File: config.mk
export PLATFORM = sky130hd
export DESIGN_NAME = div_sequencer
export DESIGN_NICKNAME = d
export VERILOG_FILES = /design/src/rtl/div_pkg.sv /design/src/rtl/div_step.sv /design/src/rtl/div_sequencer.sv
export SDC_FILE = /design/constraint.sdc
export NUM_CORES = 1
export LEC_CHECK = 0
export ABC_AREA = 1
export CORE_UTILIZATION = 55
export CTS_BUF_LIST = sky130_fd_sc_hd__clkbuf_4 sky130_fd_sc_hd__clkbuf_8 sky130_fd_sc_hd__clkbuf_16
export DETAILED_ROUTE_END_ITERATION = 10
export HOLD_SLACK_MARGIN = 0.02
export PLACE_DENSITY_LB_ADDON = 0.12
export SLEW_MARGIN = 10
export SYNTH_ARGS = -nofsm -noshare
export SYNTH_HDL_FRONTEND = slang
export SYNTH_SLANG_ARGS = --single-unit
File: constraint.sdc
create_clock -name clk -period 2.91 [get_ports clk]
set_clock_uncertainty 0.15 [all_clocks]
set_input_delay 0.291 -clock clk [delete_from_list [all_inputs] [get_ports clk]]
set_output_delay 0.291 -clock clk [all_outputs]
set_load 0.01 [all_outputs]
File: src/rtl/div_pkg.sv
// Shared types and constants for the sequential restoring divider.
package div_pkg;

    localparam int DIV_WIDTH = 16;

    typedef enum logic [1:0] {
        IDLE = 2'd0,
        CALC = 2'd1,
        DONE = 2'd2
    } div_state_t;

    // Iteration counter width; must be able to hold WIDTH-1.
    function automatic int cnt_width(input int width);
        return (width > 2) ? $clog2(width) : 1;
    endfunction

endpackage

File: src/rtl/div_step.sv
// One combinational restoring shift-subtract step of the divider.
module div_step #(
    parameter int WIDTH = 16
) (
    input  logic [WIDTH-1:0] part_rem,
    input  logic             shift_bit,
    input  logic [WIDTH-1:0] divisor,
    output logic [WIDTH-1:0] new_rem,
    output logic             quo_bit
);

    logic [WIDTH:0] shifted;
    logic [WIDTH:0] trial;

    // part_rem < divisor always holds, so the MSB of trial is a clean borrow flag.
    always_comb begin
        shifted = {part_rem, shift_bit};
        trial   = shifted - {1'b0, divisor};
        quo_bit = ~trial[WIDTH];
        new_rem = quo_bit ? trial[WIDTH-1:0] : shifted[WIDTH-1:0];
    end

endmodule

File: src/rtl/div_sequencer.sv
// Multi-cycle restoring divider with pipeline stall/flush handshake.
// Define DIV_SIGNED_EN to add the signed_op port and signed (truncating) division.
module div_sequencer
    import div_pkg::*;
#(
    parameter int WIDTH = DIV_WIDTH
) (
    input  logic             clk,
    input  logic             rst,
    input  logic             start,
`ifdef DIV_SIGNED_EN
    input  logic             signed_op,
`endif
    input  logic [WIDTH-1:0] dividend,
    input  logic [WIDTH-1:0] divisor,
    input  logic             flush,
    output logic             div_stall,
    output logic             done,
    output logic [WIDTH-1:0] quotient,
    output logic [WIDTH-1:0] remainder,
    output logic             div_by_zero
);

    localparam int            CW        = cnt_width(WIDTH);
    localparam logic [CW-1:0] LAST_STEP = CW'(WIDTH - 1);

    div_state_t       state;
    div_state_t       next_state;
    logic [CW-1:0]    count;
    logic [WIDTH-1:0] acc;
    logic [WIDTH-1:0] quo_work;
    logic [WIDTH-1:0] dvsr;
    logic [WIDTH-1:0] dvnd_mag;
    logic [WIDTH-1:0] dvsr_mag;
    logic [WIDTH-1:0] step_rem;
    logic             step_bit;
    logic [WIDTH-1:0] final_quo;
    logic [WIDTH-1:0] res_quo;
    logic [WIDTH-1:0] res_rem;
    logic             accept;
    logic             finish;
    logic             zero_div;

    div_step #(
        .WIDTH(WIDTH)
    ) u_step (
        .part_rem (acc),
        .shift_bit(quo_work[WIDTH-1]),
        .divisor  (dvsr),
        .new_rem  (step_rem),
        .quo_bit  (step_bit)
    );

    assign final_quo = (quo_work << 1) | WIDTH'(step_bit);
    assign zero_div  = (divisor == '0);

`ifdef DIV_SIGNED_EN
    logic neg_quo;
    logic neg_rem;

    assign dvnd_mag = (signed_op && dividend[WIDTH-1]) ? -dividend : dividend;
    assign dvsr_mag = (signed_op && divisor[WIDTH-1])  ? -divisor  : divisor;

    always_ff @(posedge clk or negedge rst) begin
        if (!rst) begin
            neg_quo <= 1'b0;
            neg_rem <= 1'b0;
        end else if (accept) begin
            neg_quo <= signed_op & (dividend[WIDTH-1] ^ divisor[WIDTH-1]);
            neg_rem <= signed_op & dividend[WIDTH-1];
        end
    end

    // Most-negative / -1 needs no special case: negating the magnitude wraps back.
    assign res_quo = neg_quo ? -final_quo : final_quo;
    assign res_rem = neg_rem ? -step_rem  : step_rem;
`else
    assign dvnd_mag = dividend;
    assign dvsr_mag = divisor;
    assign res_quo  = final_quo;
    assign res_rem  = step_rem;
`endif

    always_ff @(posedge clk or negedge rst) begin
        if (!rst) begin
            state <= IDLE;
        end else begin
            state <= next_state;
        end
    end

    // A new divide may start while the previous done is showing, so there is no bubble.
    always_comb begin
        next_state = state;
        accept     = 1'b0;
        finish     = 1'b0;
        div_stall  = 1'b0;
        done       = 1'b0;
        case (state)
            IDLE, DONE: begin
                done       = (state == DONE);
                next_state = IDLE;
                if (start && !flush) begin
                    accept     = 1'b1;
                    div_stall  = 1'b1;
                    next_state = zero_div ? DONE : CALC;
                end
            end
            CALC: begin
                div_stall = 1'b1;
                if (flush) begin
                    next_state = IDLE;
                end else if (count == '0) begin
                    finish     = 1'b1;
                    next_state = DONE;
                end
            end
            default: begin
                next_state = IDLE;
            end
        endcase
    end

    // Results only move on a completed divide, so a flush leaves the last answer visible.
    always_ff @(posedge clk or negedge rst) begin
        if (!rst) begin
            count       <= '0;
            acc         <= '0;
            quo_work    <= '0;
            dvsr        <= '0;
            quotient    <= '0;
            remainder   <= '0;
            div_by_zero <= 1'b0;
        end else if (accept) begin
            count    <= LAST_STEP;
            acc      <= '0;
            quo_work <= dvnd_mag;
            dvsr     <= dvsr_mag;
            if (zero_div) begin
                quotient    <= '1;
                remainder   <= dividend;
                div_by_zero <= 1'b1;
            end
        end else if (state == CALC) begin
            acc      <= step_rem;
            quo_work <= final_quo;
            count    <= count - CW'(1);
            if (finish) begin
                quotient    <= res_quo;
                remainder   <= res_rem;
                div_by_zero <= 1'b0;
            end
        end
    end

endmodule

==> results of run 1 <==
==> stage by stage <==
stage | hold WS (ns) | instance area, um^2 | total power, mW | instances | setup WS, ns
6_report | 0.338 | 6330 | 4.97 | 906 | 0.364
5_1_grt | 0.379 | 6330 | 5.35 | 906 | 0.196
4_1_cts | 0.345 | 6330 | 4.97 | 906 | 0.433
3_5_place_dp | 0.212 | 6110 | 4.06 | 889 | 0.456
3_3_place_gp | 0.203 | 6110 | 3.98 | 889 | 0.561
2_1_floorplan | -0.155 | 5360 | 3.51 | 707 | 0.713
==> how the worst max path moves through the flow <==
stage | startpoint | end | slack [ns] | depth (start not counted)
floorplan | quo_work[15]$_DFFE_PN0P_ | remainder[15]$_DFFE_PN0P_ | 0.71 | 16
global placement | quo_work[15]$_DFFE_PN0P_ | remainder[13]$_DFFE_PN0P_ | 0.56 | 16
detailed placement | quo_work[15]$_DFFE_PN0P_ | remainder[14]$_DFFE_PN0P_ | 0.46 | 16
CTS | quo_work[15]$_DFFE_PN0P_ | acc[3]$_DFFE_PN0P_ | 0.43 | 16
global route | quo_work[15]$_DFFE_PN0P_ | remainder[14]$_DFFE_PN0P_ | 0.20 | 16
finish | quo_work[15]$_DFFE_PN0P_ | acc[3]$_DFFE_PN0P_ | 0.36 | 16
==> layer usage <==
layer | up-vias | track usage
li1 | 2352 | -
met1 | 2200 | 0.393
met2 | 151 | 0.464
met3 | 13 | 0.0312
met4 | 0 | 0.0713
met5 | - | 0
==> area by class of cell <==
type | count | area, um^2
multi-input cells | 466 | 2510
flip-flops and latches | 87 | 2180
clock buffers | 10 | 131
repair buffers | 79 | 781
clock inverters | 6 | 75.1
well taps | 129 | 161
fillers | 810 | 3000
inverters | 129 | 489
==> kinds of logic (layout without fill, tap and decap cells) <==
group	count (synthesis)	after routing
and+or+nand+nor	354	354
buffers and inverters	154	224
AOI/OAI and AO/OA	87	87
DFF	87	87
adders and majority gates	18	18
xor gates and xnor gates	7	7
==> state kept, by name, summed over array words and instances (netlist names) <==
name         flops
acc             16
count            4
div_by_zero      1
dvsr            16
quo_work        16
quotient        16
remainder       16
state            2
==> synth_stat cells, types with 2 or more instances <==
master    count
buf_2         3
o211ai_1     15
buf_6         2
clkbuf_1     13
inv_1       118
a21oi_4       2
buf_12        2
nand2_1     215
nor2_1       19
xor2_1        6
nand4_1       8
clkbuf_8      3
and2_1        3
nand2_4       3
a21oi_1      22
o21ai_0      32
dfrtp_1      87
or2_1         7
buf_4         2
ha_1         17
or2_2         9
nand3_2      19
a22oi_1      14
inv_2         9
nand3_1      52
nand2_2      12
==> where the power goes <==
part / total [mW] / leakage, nW / internal, mW / switching (mW)
Clock: 0.903 / 0.103 / 0.421 / 0.483
Sequential: 1.63 / 1.09 / 1.44 / 0.188
Combinational: 2.44 / 2.22 / 0.850 / 1.59
Total: 4.97 / 3.41 / 2.71 / 2.26
==> timing repair <==
action,4_1_cts,5_1_grt
endpoints found under the hold margin,46,0
hold buffers,1,0
gates resized for setup,0,0
buffers inserted,0,0
==> layout by cell type, fill, tap and decap left out, types with 2 or more instances in the layout <==
cell type        count
o211ai_1            15
inv_6                3
dfrtp_1             87
inv_1              118
a21oi_1             22
nand2_1            215
buf_4                8
or2_1                7
nand4_1              8
and2_1               3
xor2_1               6
nand3_2             19
o21ai_0             32
inv_2                9
clkbuf_8             9
nand2_4              3
ha_1                17
clkdlybuf4s50_1     69
a21oi_4              2
nand2_2             12
nor2_1              19
nand3_1             52
or2_2                9
a22oi_1             14
==> worst max-delay path, delay by kind of cell, from the launching register on <==
family	cells	cell delay [ns]
flops	1	0.38
simple gates	12	1.17
fa+ha+maj	2	0.62
buf+inv	2	0.15
==> flow_metrics.tcl, run 1 <==
set metrics [dict create \
    cp_data_required_time_ns 3.06 \
    maxSlewHeadroom 0.520 \
    yosys_warnings 0 \
    synth_mux_area_frac 0 \
    grt_pass1_vias 4404 \
    r2r_slack_ns 0.36 \
    ys.flop_type "dfrtp_1" \
    end_kind "flip-flop" \
    synth_compound_area_frac 0.100 \
    insertion_delay_ns 0.36 \
    crit_arrival_ns 2.70 \
    clk_path_buf_depth 2 \
    synthesis.area_um2 5360 \
    slew_viol_final 0 \
    drt-total-wl_um 13200 \
    final-setup-viol-count 0 \
    hold_class "in2async" \
    yosys.area.top_type "dfrtp_1" \
    period_share 0.875 \
    top_layer "met4" \
    area_growth_pct 18.0 \
    wl_per_cell_um 14.6 \
    r2r_start "quo_work[15]$_DFFE_PN0P_" \
    wl_met3_um 649 \
    start_util 0.575 \
    synthAdderAreaFrac 0.0434 \
    regToRegEndpoint "acc[3]$_DFFE_PN0P_" \
    path_clk_slew_ns 0.09 \
    critical_path.max_fanout 17 \
    fp.dieArea_um2 10100 \
    grt_max_degree 67 \
    crit_path_top_delay_cell "fa_1" \
    die_h_um 101 \
    cts_tree "done" \
    crit_chain "inv_1 -> ha_1 -> fa_1 -> inv_2 -> nand2_1 -> nand2_1 -> nand3_1 -> nand2_2 -> nand2_4 -> nand2_2 -> nand2_2 -> nand2_4 -> nand3_1 -> nand2_1 -> nand2_1 -> nand2_1" \
    synth-simple-area-share 0.313 \
    final_nets 826 \
    p_leak_nw 3.41 \
    fin_util 0.678 \
    numCtsBuffers 9 \
    max-cap-violations 0 \
    ys_seq_area_frac 0.406 \
    synth-seq-cells 87 \
    outcome "finished, final reports clean" \
    synth_top_family_by_area "simple AND/OR/NAND/NOR gates" \
    drt_iter0_drc 354 \
    rows 35 \
    path_common_cell "nand2_1" \
    num_antenna_cells 0 \
    final.min_clock_period_ns 2.55 \
    grt_pass1_wl_um 21800 \
    firstDrtPassIters 5 \
    wl_met1_um 6080 \
    critical_path_class "reg2reg" \
    cts-root-buf "clkbuf_8" \
    dr_wl_met2_um 6380 \
    synth_cell_types 39 \
    avgSynthCellArea_um2 7.58 \
    power_density_nw_per_um2 786 \
    die_w_um 101 \
    max_stage_delay_ns 0.42 \
    fmax_ghz 0.393 \
    vias 4716 \
    boundaryPins 71 \
    netlist_instances 707 \
    finalHoldViolCount 0 \
    clock-sinks 87 \
    rsz0062_at_grt "false" \
    worst-r2r-cell-count 16 \
    antenna_found_initial 0 \
    synth_edf_count 0 \
    dp_hpwl_um 9950 \
    drive_above_1_share 0.109 \
    ys_top_cells_by_area "dfrtp_1 (41%), nand2_1 (15%), inv_1 (8.3%)" \
    synthArstFlopShare 1.00 \
    gp_congestion 0.913 \
    syn-num-nets 761 \
    core_area_um2 9330 \
    overflow 0 \
    ir_drop_mv 0.367 \
    synthXorXnorAreaFrac 0.0114 \
    htreeDepth 3 \
    yosysTopAreaCellShare 0.406 \
    start_kind "flip-flop" \
    drc 0 \
    grt_usage 0.280 \
    finalSetupTns_ns 0 \
    vias_per_cell 5.21 \
    worst_pin_slew_ns 0.720 \
    port-buffer-count 70 \
    postRouteAntennaNets 0 \
]
No activity file was read; power rests on OpenSTA's default activity.
==> run 2: changes to the inputs <==
--- a/config.mk
+++ b/config.mk
@@ -11,7 +11,7 @@
 export DETAILED_ROUTE_END_ITERATION = 10
 export HOLD_SLACK_MARGIN = 0.02
 export PLACE_DENSITY_LB_ADDON = 0.12
-export SLEW_MARGIN = 10
+export SLEW_MARGIN = 0
 export SYNTH_ARGS = -nofsm -noshare
 export SYNTH_HDL_FRONTEND = slang
 export SYNTH_SLANG_ARGS = --single-unit
==> results of run 2 <==
Final layout, timing and power as in run 1 (identical DEF).
